### config.mk
export PLATFORM = sky130hd
export DESIGN_NAME = ram_port_arbiter
export DESIGN_NICKNAME = d
export VERILOG_FILES = /design/src/rtl/ram_port_arbiter.sv
export SDC_FILE = /design/constraint.sdc
export NUM_CORES = 1
export LEC_CHECK = 0
export CAP_MARGIN = 5
export CELL_PAD_IN_SITES_DETAIL_PLACEMENT = 0
export CELL_PAD_IN_SITES_GLOBAL_PLACEMENT = 1
export CORE_UTILIZATION = 19
export CTS_CLUSTER_DIAMETER = 30
export CTS_CLUSTER_SIZE = 30
export DETAILED_ROUTE_END_ITERATION = 6
export PLACE_DENSITY = 0.85
export SLEW_MARGIN = 10
export SYNTH_ARGS = -nofsm -noshare
export SYNTH_HDL_FRONTEND = slang
export SYNTH_SLANG_ARGS = --single-unit
export TNS_END_PERCENT = 10
### constraint.sdc
create_clock -name CLK -period 4.9 [get_ports CLK]
set_clock_uncertainty 0.15 [all_clocks]
set_input_delay 1.225 -clock CLK [delete_from_list [all_inputs] [get_ports CLK]]
set_output_delay 1.225 -clock CLK [all_outputs]
set_load 0.01 [all_outputs]
### src/rtl/ram_port_arbiter.sv
// ---------------------------------------------------------------------------
// ram_port_arbiter
//
// Shares the single RAM port between NUM_REQ requesters using round-robin
// arbitration. A grant is held for a whole transaction: either one word, or a
// BLOCK_WORDS burst whose word addresses are generated here by stepping the
// requester's base address by WORD_BYTES per word.
//
// Ports
//   CLK       clock
//   nRST      asynchronous active-low reset
//   req       per-requester request, held high until the transaction ends
//   wen       per-requester write(1)/read(0), sampled at grant
//   burst     per-requester burst(1)/single(0), sampled at grant
//   addr      per-requester base address, slice i = [32*i+31:32*i]
//   store     per-requester write data for the current word
//   ramstate  RAM status: FREE=0, BUSY=1, ACCESS=2, ERROR=3
//   ramload   RAM read data
//   ramaddr   RAM address (0 outside a transfer)
//   ramstore  RAM write data (0 outside a transfer)
//   ramREN    RAM read enable
//   ramWEN    RAM write enable
//   rwait     per-requester wait, low only on the cycle a word completes
//   rload     ramload broadcast to all requesters
//   rerr      per-requester one-cycle error pulse
//   grant     one-hot current owner, 0 when no transfer is in progress
//   word_idx  current burst word index, 0 outside a transfer
// ---------------------------------------------------------------------------
module ram_port_arbiter #(
  parameter int NUM_REQ     = 2,
  parameter int BLOCK_WORDS = 2,
  parameter int WORD_BYTES  = 4
) (
  input  logic                        CLK,
  input  logic                        nRST,
  input  logic [NUM_REQ-1:0]          req,
  input  logic [NUM_REQ-1:0]          wen,
  input  logic [NUM_REQ-1:0]          burst,
  input  logic [NUM_REQ*32-1:0]       addr,
  input  logic [NUM_REQ*32-1:0]       store,
  input  logic [1:0]                  ramstate,
  input  logic [31:0]                 ramload,
  output logic [31:0]                 ramaddr,
  output logic [31:0]                 ramstore,
  output logic                        ramREN,
  output logic                        ramWEN,
  output logic [NUM_REQ-1:0]          rwait,
  output logic [31:0]                 rload,
  output logic [NUM_REQ-1:0]          rerr,
  output logic [NUM_REQ-1:0]          grant,
  output logic [$clog2(BLOCK_WORDS):0] word_idx
);

  localparam int IDXW = (NUM_REQ > 1) ? $clog2(NUM_REQ) : 1;
  localparam int CNTW = $clog2(BLOCK_WORDS) + 1;

  // Only the two ramstate codes that change behaviour are named; FREE and
  // BUSY both simply hold the current word.
  localparam logic [1:0] RAM_ACCESS = 2'd2;
  localparam logic [1:0] RAM_ERROR  = 2'd3;

  typedef enum logic [1:0] {
    ST_IDLE    = 2'd0,
    ST_XFER    = 2'd1,
    ST_RELEASE = 2'd2
  } state_t;

  state_t              state_r;
  state_t              state_next_s;

  logic [IDXW-1:0]     ptr_r;
  logic [IDXW-1:0]     owner_r;
  logic [NUM_REQ-1:0]  grant_r;
  logic                wen_q_r;
  logic [CNTW-1:0]     last_idx_r;
  logic [CNTW-1:0]     word_cnt_r;

  logic [IDXW-1:0]     pick_s;
  logic                pick_valid_s;
  logic [NUM_REQ-1:0]  pick_oh_s;

  logic                owner_req_s;
  logic [31:0]         owner_addr_s;
  logic [31:0]         owner_store_s;
  logic [31:0]         word_offset_s;
  logic                last_word_s;
  logic                xfer_end_s;
  logic [IDXW-1:0]     next_ptr_s;

  function automatic logic [NUM_REQ-1:0] onehot(input logic [IDXW-1:0] idx);
    logic [NUM_REQ-1:0] v;
    v = {NUM_REQ{1'b0}};
    for (int i = 0; i < NUM_REQ; i++) begin
      v[i] = (idx == IDXW'(i));
    end
    return v;
  endfunction

  // Round-robin pick: lowest requesting index at or above the pointer,
  // otherwise (wrap-around) the lowest requesting index overall.
  always_comb begin
    logic            hi_valid;
    logic [IDXW-1:0] hi_idx;
    logic            lo_valid;
    logic [IDXW-1:0] lo_idx;
    logic            hit;
    hi_valid = 1'b0;
    hi_idx   = {IDXW{1'b0}};
    lo_valid = 1'b0;
    lo_idx   = {IDXW{1'b0}};
    hit      = 1'b0;
    // Scanning downwards leaves the lowest matching index in each candidate.
    for (int i = NUM_REQ - 1; i >= 0; i--) begin
      hit      = req[i] & (IDXW'(i) >= ptr_r);
      hi_idx   = hit ? IDXW'(i) : hi_idx;
      hi_valid = hi_valid | hit;
      lo_idx   = req[i] ? IDXW'(i) : lo_idx;
      lo_valid = lo_valid | req[i];
    end
    pick_s       = hi_valid ? hi_idx : lo_idx;
    pick_valid_s = lo_valid;
    pick_oh_s    = onehot(pick_s);
  end

  // Owner-side view: the owner's request, base address and store data, plus
  // the burst address offset and end-of-transfer detection.
  always_comb begin
    owner_addr_s  = 32'd0;
    owner_store_s = 32'd0;
    for (int i = 0; i < NUM_REQ; i++) begin
      owner_addr_s  = (owner_r == IDXW'(i)) ? addr[32*i +: 32]  : owner_addr_s;
      owner_store_s = (owner_r == IDXW'(i)) ? store[32*i +: 32] : owner_store_s;
    end
    // grant_r is one-hot on the owner for the whole transfer.
    owner_req_s   = |(req & grant_r);
    word_offset_s = 32'(WORD_BYTES) * 32'(word_cnt_r);
    last_word_s   = (word_cnt_r == last_idx_r);
    if (state_r == ST_XFER) begin
      xfer_end_s = ~owner_req_s
                 | (ramstate == RAM_ERROR)
                 | ((ramstate == RAM_ACCESS) & last_word_s);
    end else begin
      xfer_end_s = 1'b0;
    end
    if (owner_r == IDXW'(NUM_REQ - 1)) begin
      next_ptr_s = {IDXW{1'b0}};
    end else begin
      next_ptr_s = owner_r + IDXW'(1);
    end
  end

  // State register.
  always_ff @(posedge CLK or negedge nRST) begin
    if (!nRST) begin
      state_r <= ST_IDLE;
    end else begin
      state_r <= state_next_s;
    end
  end

  // Next-state logic. A dropped request returns straight to IDLE; a normal
  // completion or an error passes through RELEASE so the owner can drop req.
  always_comb begin
    state_next_s = state_r;
    case (state_r)
      ST_IDLE: begin
        if (pick_valid_s) begin
          state_next_s = ST_XFER;
        end else begin
          state_next_s = ST_IDLE;
        end
      end
      ST_XFER: begin
        if (!owner_req_s) begin
          state_next_s = ST_IDLE;
        end else if (xfer_end_s) begin
          state_next_s = ST_RELEASE;
        end else begin
          state_next_s = ST_XFER;
        end
      end
      ST_RELEASE: begin
        state_next_s = ST_IDLE;
      end
      default: begin
        state_next_s = ST_IDLE;
      end
    endcase
  end

  // Transaction registers: owner, attributes captured at grant, word counter
  // and the round-robin pointer, which moves past the owner when it finishes.
  always_ff @(posedge CLK or negedge nRST) begin
    if (!nRST) begin
      ptr_r      <= {IDXW{1'b0}};
      owner_r    <= {IDXW{1'b0}};
      grant_r    <= {NUM_REQ{1'b0}};
      wen_q_r    <= 1'b0;
      last_idx_r <= {CNTW{1'b0}};
      word_cnt_r <= {CNTW{1'b0}};
    end else begin
      case (state_r)
        ST_IDLE: begin
          if (pick_valid_s) begin
            owner_r    <= pick_s;
            grant_r    <= pick_oh_s;
            wen_q_r    <= |(wen & pick_oh_s);
            last_idx_r <= (|(burst & pick_oh_s)) ? CNTW'(BLOCK_WORDS - 1) : {CNTW{1'b0}};
            word_cnt_r <= {CNTW{1'b0}};
          end else begin
            grant_r    <= {NUM_REQ{1'b0}};
          end
        end
        ST_XFER: begin
          if (xfer_end_s) begin
            grant_r    <= {NUM_REQ{1'b0}};
            word_cnt_r <= {CNTW{1'b0}};
            ptr_r      <= next_ptr_s;
          end else if (ramstate == RAM_ACCESS) begin
            word_cnt_r <= word_cnt_r + CNTW'(1);
          end else begin
            word_cnt_r <= word_cnt_r;
          end
        end
        default: begin
          grant_r    <= {NUM_REQ{1'b0}};
          word_cnt_r <= {CNTW{1'b0}};
        end
      endcase
    end
  end

  // Output logic. Enables follow the owner's req combinationally so a
  // withdrawn request stops the RAM access in the same cycle.
  always_comb begin
    ramaddr  = 32'd0;
    ramstore = 32'd0;
    ramREN   = 1'b0;
    ramWEN   = 1'b0;
    rwait    = {NUM_REQ{1'b1}};
    rerr     = {NUM_REQ{1'b0}};
    word_idx = {CNTW{1'b0}};
    if (state_r == ST_XFER) begin
      ramaddr  = owner_addr_s + word_offset_s;
      ramstore = owner_store_s;
      ramWEN   = wen_q_r & owner_req_s;
      ramREN   = ~wen_q_r & owner_req_s;
      word_idx = word_cnt_r;
      if (owner_req_s) begin
        case (ramstate)
          RAM_ACCESS: rwait = ~grant_r;
          RAM_ERROR:  rerr  = grant_r;
          default:    rwait = {NUM_REQ{1'b1}};
        endcase
      end else begin
        rwait = {NUM_REQ{1'b1}};
      end
    end else begin
      ramaddr  = 32'd0;
      ramstore = 32'd0;
    end
  end

  assign rload = ramload;
  assign grant = grant_r;

endmodule

# After elaboration in Yosys (flattened, before gate mapping)
# Cells that the tools add are included.
# op_classes
addsub	3
multipliers	0
n_div	0
magnitude_cmp	2
n_eq_ne	7
shift	0
n_mux	32
n_bitwise	16
reduce_logical	7
# ops
cell	n
$mux 32	4
$add 32x4->32	1
$mux 2	14
$pmux 2 s2	3
$mux 1	11
$and 2x2->2	3
$reduce_and 2->1	3
$reduce_or 2->1	3
$and 1x1->1	5
$eq 2x2->1 const B	2
$ne 2x2->1 const B	2
$or 1x1->1	4
$ne 3x2->1 const B	1
$not 1->1	3
$add 2x1->2 const B	1
$eq 2x1->1 const B	1
$eq 2x2->1	1
$ge 1x1->1 const A	2
$logic_not 2->1	1
$not 2->2	1
$add 1x1->1 const B	1
# totals
register_bits	11
latch_bits	0
mem_bits_rw	0
mem_bits_ro	0
output_inout_bits	106
memories	0

# Longest topological paths before layout
# depth
ltp_word	9
mapped_depth	14
depth_no_buf	8

# Worst setup path before layout
# No wires, ideal clock.
# synth_timing
path_kind	reg2out
start	register owner_r
end	output ramaddr[28]
arrival_ns	3.323
path_slack_ns	0.202
stages_incl_launch_ff	15
n_path_buf	6
cell_sequence	dfrtp_1 buf_6 buf_6 buf_6 buf_2 buf_2 buf_2 mux2_2 ha_1 fa_1 nand4_1 a221oi_4 nand4_1 or3_1 a21oi_1
# synth_via
elab_chain_len	3
# synth_lines
item	line_no	text
start, declared	72	logic [IDXW-1:0] owner_r;
start signal, assigned	196	owner_r <= {IDXW{1'b0}};
start signal, assigned	205	owner_r <= pick_s;
$mux 32	131	owner_addr_s = (owner_r == IDXW'(i)) ? addr[32*i +: 32] : owner_addr_s;
$add 32x4->32	244	ramaddr = owner_addr_s + word_offset_s;
$mux 32	243	if (state_r == ST_XFER) begin
end, declared	43	output logic [31:0] ramaddr,
# Every way passes these cells.

# Final worst setup path
# layout_timing
start	input addr[4]
end	output ramaddr[31]
# layout_via
elab_chain_len	3
# layout_lines
item	line_no	text
start, declared	39	input logic [NUM_REQ*32-1:0] addr,
$mux 32	131	
$add 32x4->32	244	
$mux 32	243	
# Every way passes these cells.

==> qor.yml <==
dp_hpwl_um: 10080
portBuffers: 211
path_max_fanout: 4
yosysWarnings: 0
synth-adder-area-share_pct: 1.624
firstDrtPassIters: 5
synth_top_family_by_area: "simple AND/OR/NAND/NOR gates"
period_minus_slack_ps: 4914
grt_overflow_total: 0
drive_gt1_share_pct: 17.31
synthCells: 375
synthArstFlopShare_pct: 100.0
placed_cells: 767
max-slew-margin-rel_pct: 49.32
synth-simple-area-share_pct: 32.66
synth_flop_cell: "dfrtp_1"
worstMarginPinSlew_ps: 760.2
grt_first_pass_wirelength_um: 18090
fin_tns_setup_ps: -13.62
num-fill-cells: 1457
die-height_um: 122.8
arrival_ps: 3540
synth_seq_cells: 10
hold_ws_ps: 365.0
vias_per_cell: 4.657
dr.first_iter.drc_count: 112
setup_viol: 1
fin_ws_ps: -13.62
root_buffer: "clkbuf_16"
first_global_vias: 3625
cp-start-kind: "input port"
wire_per_inst_um: 15.65
design.die.area_sq_um: 15090
period_share_pct: 100.3
finalMaxSlewViolations: 0
synth-edff-count: 0
final_util_pct: 37.84
grt_max_degree: 59
p_leak_nw: 2.227
fin_nets: 769
post_dp_cell_area_sq_um: 5154
synthMuxAreaShare_pct: 23.77
numCtsBuffers: 3
vias: 3609
clk_latency_ps: 230
violations: "setup timing"
start_util_pct: 19.75
vdd_ir_drop_max_mv: 0.2144
ctsHoldBuffers: 0
drc: 0
die_w_um: 122.8
synth-compound-area-share_pct: 14.34
grt_util_met2_pct: 27.88
worstSetupPathType: "in -> out"
rsz0062_at_grt: "yes"
critPathCaptureType: "output port"
drtAntennaViolNets: 0
syn_area_sq_um: 2774
antenna_found_initial: 0
dp_slack_ps: -736.2
power_density_nw_per_um2: 347.7
n_antenna_cell: 0
layout.cells.non_filler: 775
hold_path.class: "reg -> reg"
clkSinkCount: 10
clk_pin_slew_ps: 40
core_sq_um: 14040
synth_cell_types: 56
synth_xor_area_share_pct: 5.368
synthesis.nets: 548
syn_avg_cell_area_sq_um: 7.397
max_freq_mhz: 203.5
htreeDepth: 1
hold_viol: 0
row_count: 43
worstPathRequired_ps: 3520
track_usage_pct: 15.14
cts_tree: "done"
maxCapViolations: 0
stdcell_area_sq_um: 5314
boundaryPins: 276
place_congestion: 0.8494
grt_use_met3_pct: 3.253
top_usage_layer: "met2"
status: "finished, violations left"
syn2layout_area_growth_pct: 91.57
grt_util_met1_pct: 17.63
finalWirelength_um: 12130
cts.path.max_buffers: 2
ys_seq_area_share_pct: 9.021
p_total_mw: 1.848
## path summary, 6_finish.rpt
check                                            end  cells after the start            startpoint  slack, ps
max                                      ramaddr[31]                      8               addr[4]        -10
min                             grant[1]$_DFFE_PN0P_                      1  state_r[1]$_DFF_PN0_        370
max reg2reg                word_cnt_r[0]$_DFFE_PN0P_                      5  state_r[1]$_DFF_PN0_       2710
min reg2reg                     grant[1]$_DFFE_PN0P_                      1  state_r[1]$_DFF_PN0_        370
max in group asynchronous        owner_r$_DFFE_PN0P_                      1                  nRST       3050
min in group asynchronous       grant[1]$_DFFE_PN0P_                      1                  nRST       1180
## layout make-up
type | count | area, sq um | area share (%)
tap | 180 | 225.2 | 4.238
inverter | 2 | 7.507 | 0.1413
timing repair buffer | 268 | 2505 | 47.14
clock buffer | 4 | 88.84 | 1.672
multi-input combinational | 311 | 2233 | 42.03
sequential | 10 | 254.0 | 4.780
## flip-flops by register name, summed over array words and instances, names as in the netlist
signal / count
grant: 2
last_idx_r: 1
owner_r: 1
ptr_r: 1
state_r: 2
wen_q_r: 1
word_cnt_r: 2
## cell families (layout without fill, tap and decap cells)
family	Yosys count	in the layout
DFF	10	10
adders and majority gates	3	3
xor gates and xnor gates	17	17
AOI/OAI and AO/OA	58	58
muxes	64	64
buffers and inverters	54	274
and+or+nand+nor	169	169
## power breakdown
part           internal, mW  switching, mW  total, mW  leakage [nW]
Combinational         0.787          0.752       1.54          2.06
Clock                 0.122         0.0355      0.158        0.0442
Sequential            0.115         0.0361      0.151         0.127
## cell usage in the layout (no fill, tap or decap), types with 3 or more instances in the layout
master           netlist  layout
a21oi_1               14      13
dlymetal6s2s_1         0       3
clkbuf_16              0       3
a22oi_1                7       6
or4_1                  3       3
clkdlybuf4s15_1        0       3
dfrtp_1               10       9
xor2_1                 6       6
or3_1                  3       3
and3_1                 6       4
a31oi_1                3       3
mux2_2                11       9
nand3_1               17      17
and2_1                 8       8
mux2_4                 0       3
nand2_1               27      27
mux2i_1               51      51
nor2_1                62      62
clkbuf_2               0       3
buf_2                  5       4
nand4_1               11      11
clkdlybuf4s50_1        0     185
dlygate4sd2_1          0      11
nand3b_1              10      10
o21ai_0               12      12
o211ai_1               3       3
xnor2_1               11      10
buf_6                  3       3
nor2b_1                4       4
buf_4                 36      56
## per-layer routing
layer | part of all wire (%) | routed length [um]
met4 | 1.8 | 222
met3 | 7.8 | 940
met5 | 0 | 0
met2 | 51 | 6163
met1 | 40 | 4798
## worst max-delay path: stages
cell             delay (ps)
clkdlybuf4s50_1         540
mux2i_1                 150
buf_4                   200
nor3_1                  290
and3_4                  280
nand4_1                 120
mux2i_1                 170
clkdlybuf4s50_1         570
## synthesized netlist by cell type, drive strengths merged, types with 3 or more instances
| cell | number | area, sq um |
|---|---|---|
| nand2 | 27 | 101.4 |
| nand4 | 12 | 81.33 |
| nor2 | 62 | 232.7 |
| nand3b | 11 | 95.09 |
| or3 | 3 | 18.77 |
| clkbuf | 8 | 30.03 |
| o211ai | 3 | 22.52 |
| nor2b | 4 | 25.02 |
| a22oi | 7 | 52.55 |
| a21oi | 14 | 70.07 |
| nand4b | 4 | 56.30 |
| and2 | 8 | 50.05 |
| buf | 44 | 329.1 |
| dfrtp | 10 | 250.2 |
| xnor2 | 11 | 96.34 |
| a31oi | 3 | 18.77 |
| nand3 | 18 | 95.09 |
| xor2 | 6 | 52.55 |
| o21ai | 14 | 70.07 |
| and3 | 6 | 37.54 |
| or4 | 3 | 22.52 |
| mux2i | 52 | 524.3 |
| mux2 | 12 | 135.1 |
## timing repair
action	CTS	global route
pin swaps	13	3
resized for setup	52	15
setup buffers	4	0
setup endpoints to repair	26	18
(Power assumes the default switching activity.)
